[src/rtl/exp5_pkg.sv]
// Shared definitions for the memory game: FSM state codes, stored play sequence
// and the last sequence address.
package exp5_pkg;

   typedef enum logic [3:0] {
      INICIAL     = 4'h0,
      PREPARACAO  = 4'h1,
      ESPERA      = 4'h2,
      REGISTRA    = 4'h4,
      COMPARACAO  = 4'h5,
      PROXIMO     = 4'h6,
      FIM_ACERTOU = 4'hA,
      FIM_ERROU   = 4'hE
   } estado_t;

   localparam logic [3:0] LAST_ADDR = 4'hF;

   localparam logic [3:0] ROM_DATA [16] = '{
      4'h1, 4'h2, 4'h4, 4'h8, 4'h4, 4'h2, 4'h1, 4'h1,
      4'h2, 4'h2, 4'h4, 4'h4, 4'h8, 4'h8, 4'h1, 4'h4
   };

endpackage

[src/rtl/circuito_exp5_hexa7seg.sv]
// Hex digit to active-low 7-segment decoder, segment order {g,f,e,d,c,b,a}.
module hexa7seg (
   input  logic [3:0] hexa,
   output logic [6:0] display
);

   always_comb begin
      display = 7'b1111111;
      case (hexa)
         4'h0: display = 7'b1000000;
         4'h1: display = 7'b1111001;
         4'h2: display = 7'b0100100;
         4'h3: display = 7'b0110000;
         4'h4: display = 7'b0011001;
         4'h5: display = 7'b0010010;
         4'h6: display = 7'b0000010;
         4'h7: display = 7'b1111000;
         4'h8: display = 7'b0000000;
         4'h9: display = 7'b0010000;
         4'hA: display = 7'b0001000;
         4'hB: display = 7'b0000011;
         4'hC: display = 7'b1000110;
         4'hD: display = 7'b0100001;
         4'hE: display = 7'b0000110;
         4'hF: display = 7'b0001110;
         default: display = 7'b1111111;
      endcase
   end

endmodule

[src/rtl/circuito_exp5.sv]
// Memory game top: control FSM plus datapath matching 16 stored plays.
// Define DB_HEX_EN to drive the four 7-segment debug displays; otherwise they are blank.
module circuito_exp5 (
   input  logic       clock,
   input  logic       reset,
   input  logic       iniciar,
   input  logic [3:0] chaves,
   output logic       acertou,
   output logic       errou,
   output logic       pronto,
   output logic [3:0] leds,
   output logic       db_igual,
   output logic [6:0] db_contagem,
   output logic [6:0] db_memoria,
   output logic [6:0] db_estado,
   output logic [6:0] db_jogadafeita,
   output logic       db_clock,
   output logic       db_iniciar,
   output logic       db_tem_jogada
);
   import exp5_pkg::*;

   estado_t    estado_q, estado_d;
   logic [3:0] cont_q, cont_d;
   logic [3:0] jogada_q, jogada_d;
   logic       prev_q, prev_d;

   logic       any_chave;
   logic       tem_jogada;
   logic [3:0] rom_data;
   logic       igual;
   logic [3:0] estado_cod;

   // A play is registered once per press: only the 0->1 transition of |chaves counts.
   assign any_chave  = |chaves;
   assign prev_d     = any_chave;
   assign tem_jogada = any_chave & ~prev_q;
   assign rom_data   = ROM_DATA[cont_q];
   assign igual      = (jogada_q == rom_data);
   assign estado_cod = estado_q;

   always_ff @(posedge clock or posedge reset) begin
      if (reset) begin
         estado_q <= INICIAL;
         cont_q   <= 4'd0;
         jogada_q <= 4'd0;
         prev_q   <= 1'b0;
      end else begin
         estado_q <= estado_d;
         cont_q   <= cont_d;
         jogada_q <= jogada_d;
         prev_q   <= prev_d;
      end
   end

   always_comb begin
      estado_d = estado_q;
      cont_d   = cont_q;
      jogada_d = jogada_q;
      case (estado_q)
         INICIAL:     if (iniciar) estado_d = PREPARACAO;
         PREPARACAO: begin
            cont_d   = 4'd0;
            jogada_d = 4'd0;
            estado_d = ESPERA;
         end
         ESPERA:      if (tem_jogada) estado_d = REGISTRA;
         REGISTRA: begin
            jogada_d = chaves;
            estado_d = COMPARACAO;
         end
         COMPARACAO: begin
            if (!igual)                   estado_d = FIM_ERROU;
            else if (cont_q == LAST_ADDR) estado_d = FIM_ACERTOU;
            else                          estado_d = PROXIMO;
         end
         PROXIMO: begin
            cont_d   = cont_q + 4'd1;
            estado_d = ESPERA;
         end
         FIM_ACERTOU, FIM_ERROU: if (iniciar) estado_d = PREPARACAO;
         default:     estado_d = INICIAL;
      endcase
   end

   assign acertou       = (estado_q == FIM_ACERTOU);
   assign errou         = (estado_q == FIM_ERROU);
   assign pronto        = acertou | errou;
   assign leds          = chaves;
   assign db_igual      = igual;
   assign db_clock      = clock;
   assign db_iniciar    = iniciar;
   assign db_tem_jogada = tem_jogada;

`ifdef DB_HEX_EN
   hexa7seg u_hex_contagem (.hexa(cont_q),     .display(db_contagem));
   hexa7seg u_hex_memoria  (.hexa(rom_data),   .display(db_memoria));
   hexa7seg u_hex_estado   (.hexa(estado_cod), .display(db_estado));
   hexa7seg u_hex_jogada   (.hexa(jogada_q),   .display(db_jogadafeita));
`else
   assign db_contagem    = 7'b1111111;
   assign db_memoria     = 7'b1111111;
   assign db_estado      = 7'b1111111;
   assign db_jogadafeita = 7'b1111111;
`endif

endmodule

[config.mk]
export PLATFORM = sky130hd
export DESIGN_NAME = circuito_exp5
export DESIGN_NICKNAME = d
export VERILOG_FILES = /design/src/rtl/exp5_pkg.sv /design/src/rtl/circuito_exp5_hexa7seg.sv /design/src/rtl/circuito_exp5.sv
export SDC_FILE = /design/constraint.sdc
export NUM_CORES = 1
export LEC_CHECK = 0
export CELL_PAD_IN_SITES_DETAIL_PLACEMENT = 1
export CELL_PAD_IN_SITES_GLOBAL_PLACEMENT = 1
export CORE_MARGIN = 5
export CORE_UTILIZATION = 33
export CTS_BUF_LIST = sky130_fd_sc_hd__clkbuf_4
export DETAILED_ROUTE_END_ITERATION = 7
export GPL_TIMING_DRIVEN = 0
export PLACE_DENSITY = 0.8
export SLEW_MARGIN = 20
export SYNTH_ARGS = -nofsm -noshare
export SYNTH_HDL_FRONTEND = slang
export SYNTH_HIERARCHICAL = 1
export SYNTH_SLANG_ARGS = --single-unit
[constraint.sdc]
create_clock -name clock -period 2.2 [get_ports clock]
set_input_delay 0.44 -clock clock [delete_from_list [all_inputs] [get_ports clock]]
set_output_delay 0.44 -clock clock [all_outputs]
set_load 0.02 [all_outputs]
==> flow_summary.json <==
{
  "antenna_found_initial": 0,
  "ir_worst_vdd_mv": 0.4295,
  "die_x_um": 70.68,
  "grt_max_degree": 14,
  "hold_class": "in -> async",
  "p_seq_share_pct": 27.9,
  "seq_area_frac_synth_pct": 26.78,
  "synth_ff_type": "dfrtp_1",
  "grt_pass1_vias": 1212,
  "pin_count": 46,
  "p_sw_mw": 0.5771,
  "violations": "negative setup slack",
  "setup_viol": 1,
  "wl_um": 3210,
  "combPwrFrac_pct": 48.6,
  "dp_hpwl_um": 2443,
  "port_buffers": 17,
  "slew_viol_final": 0,
  "ys_warn_count": 6,
  "status": "finished with violations",
  "critPathTopFamily": "multiplexers",
  "cpPeakStageDelay_ps": 510,
  "fmax_mhz": 387.6,
  "period_share_pct": 117.3,
  "gp_congestion": 0.7191,
  "rsz0062_at_grt": "yes",
  "synth_edf_count": 0,
  "synthArstFlopShare_pct": 100.0,
  "n_antenna_cell": 0,
  "worst_slew_pin_slew_ps": 520.9,
  "drive_gt1_share_pct": 37.62,
  "critical_path_required_ps": 1760,
  "antenna_left": 0,
  "ys_ff_latch": 13,
  "syn_inst": 145,
  "worstSetupStartpointType": "flop",
  "grt_pass1_wl_um": 5520,
  "drt_iter0_markers": 43,
  "path_class": "reg -> out",
  "cp_slowest_cell": "mux4_2",
  "layout_commonest_cell": "buf_4",
  "period_minus_slack_ps": 2580,
  "multiInputGateArea_um2": 713.2,
  "worst_slack_ps": -380.2,
  "fin_util_pct": 46.74,
  "clockPowerShare_pct": 23.5,
  "firstDrtPassIters": 4,
  "netlist_area_um2": 1215,
  "power_density_nw_per_um2": 829.6,
  "most-common-layout-cells": "buf_4 (40), conb_1 (28), a21oi_1 (16)",
  "max_cap_violations": 0,
  "cts_tree": "done",
  "core_um2": 3606,
  "syn_to_final_growth_pct": 38.72,
  "synth_cell_type_count": 40,
  "wire_per_inst_um": 12.84,
  "leakage_nw": 0.8105,
  "whs_ps": 363.5,
  "crit_path_max_fanout": 6,
  "clkTransAtPathRegs_ps": 90,
  "clock_latency_ps": 400,
  "vias": 1128,
  "skew_ps": 9.473,
  "path_cells": "ha_2 > mux4_2 > xnor2_2 > o31a_2 > and2_4 > buf_6",
  "finalHoldViolCount": 0,
  "chipHeight_um": 70.68,
  "drc": 0,
  "initial_core_util_pct": 33.69,
  "path_buf_inv": 1,
  "grt_overflow": 0,
  "regArea_um2": 327.8,
  "cp-end-kind": "primary output",
  "routed_via_density": 4.512,
  "sw_frac_of_total_pct": 41.28,
  "p_int_mw": 0.8211,
  "num_rows": 22,
  "nFillCells": 450,
  "relSlewSlack_pct": 65.24,
  "num-nets-final": 215,
  "die-area_um2": 4995,
  "grt_use_total_pct": 13.74,
  "arrival_ps": 2140,
  "avgSynthCellArea_um2": 8.379
}
-- registers in the layout, indices dropped and copies added, names as in the netlist --
name	cells
cont_q	4
prev_q	1
jogada_q	4
estado_cod	4
-- through the flow --
step | power [mW] | std cells | cell area [um^2] | setup WS, ps | TNS [ps]
floorplan | 0.8905 | 172 | 1316 | 73.13 | 0
global placement | 1.039 | 237 | 1546 | -535.8 | -1007
detailed placement | 1.075 | 237 | 1546 | -671.7 | -1187
CTS | 1.384 | 249 | 1670 | -422.6 | -422.6
global route | 1.515 | 250 | 1685 | -455.2 | -455.2
finish | 1.398 | 250 | 1685 | -380.2 | -380.2
-- area by class of cell --
| class | instances | area share [%] |
|---|---|---|
| inverters | 8 | 1.782 |
| clock buffers | 8 | 3.712 |
| well taps | 48 | 3.563 |
| flip-flops and latches | 13 | 19.45 |
| plain buffers | 40 | 17.07 |
| multi-input cells | 111 | 42.32 |
| repair buffers | 22 | 12.10 |
-- power by group through the flow --
stage	clock network, mW	registers (mW)	logic [mW]
2_1_floorplan	0.0531	0.369	0.468
3_5_place_dp	0.0862	0.398	0.590
5_1_grt	0.360	0.402	0.753
4_1_cts	0.338	0.395	0.651
3_3_place_gp	0.0862	0.390	0.563
6_report	0.328	0.390	0.680
-- what timing repair did --
action	in CTS	in global routing
setup endpoints to repair	7	5
pin swaps	2	1
hold buffers	0	0
gates resized for setup	27	8
buffers inserted	5	1
cloned	0	0
-- metal layers --
layer  track usage, %  share of wire [%]
met5                0                  0
met4            7.724                1.6
met3            3.835                5.3
met2            23.08                 52
met1            15.66                 41
-- logic make-up after synthesis --
kind of cell | after synthesis | share of synthesized area [%]
buf+inv | 48 | 25.75
simple gates | 39 | 19.16
compound gates | 34 | 17.61
flops | 13 | 26.78
fa+ha+maj | 5 | 5.149
xor+xnor | 3 | 2.163
mux | 2 | 3.089
other cells | 1 | 0.3087
-- path summary, 6_finish.rpt --
path | startpoint | end | slack, ps | depth (start not counted)
hold / removal | reset | estado_cod[3] | 360 | 2
hold reg to reg | jogada_q[0] | jogada_q[0] | 560 | 2
min in group clock | jogada_q[0] | jogada_q[0] | 560 | 2
max in group asynchronous | reset | cont_q[0] | 1450 | 2
setup / recovery | cont_q[1] | db_igual | -380 | 6
setup reg to reg | cont_q[1] | estado_cod[3] | 360 | 6
-- cells in the mapped netlist, types with 2 or more instances --
cell type	count	area share (%)
a21oi_1	16	6.6
nor2b_1	5	2.6
a211o_1	2	1.4
clkbuf_1	2	0.62
o21ai_0	4	1.6
o22ai_1	2	1.0
nand3b_1	3	1.9
nor2_1	9	2.8
nand2_1	6	1.9
dfrtp_1	13	27
a211oi_1	2	1.2
ha_1	5	5.1
xnor2_1	3	2.2
buf_4	34	21
and3_1	2	1.0
inv_1	8	2.5
buf_2	4	1.6
nor4_1	2	1.0
nor3b_2	2	2.1
Power figures use the tool's default switching activity.
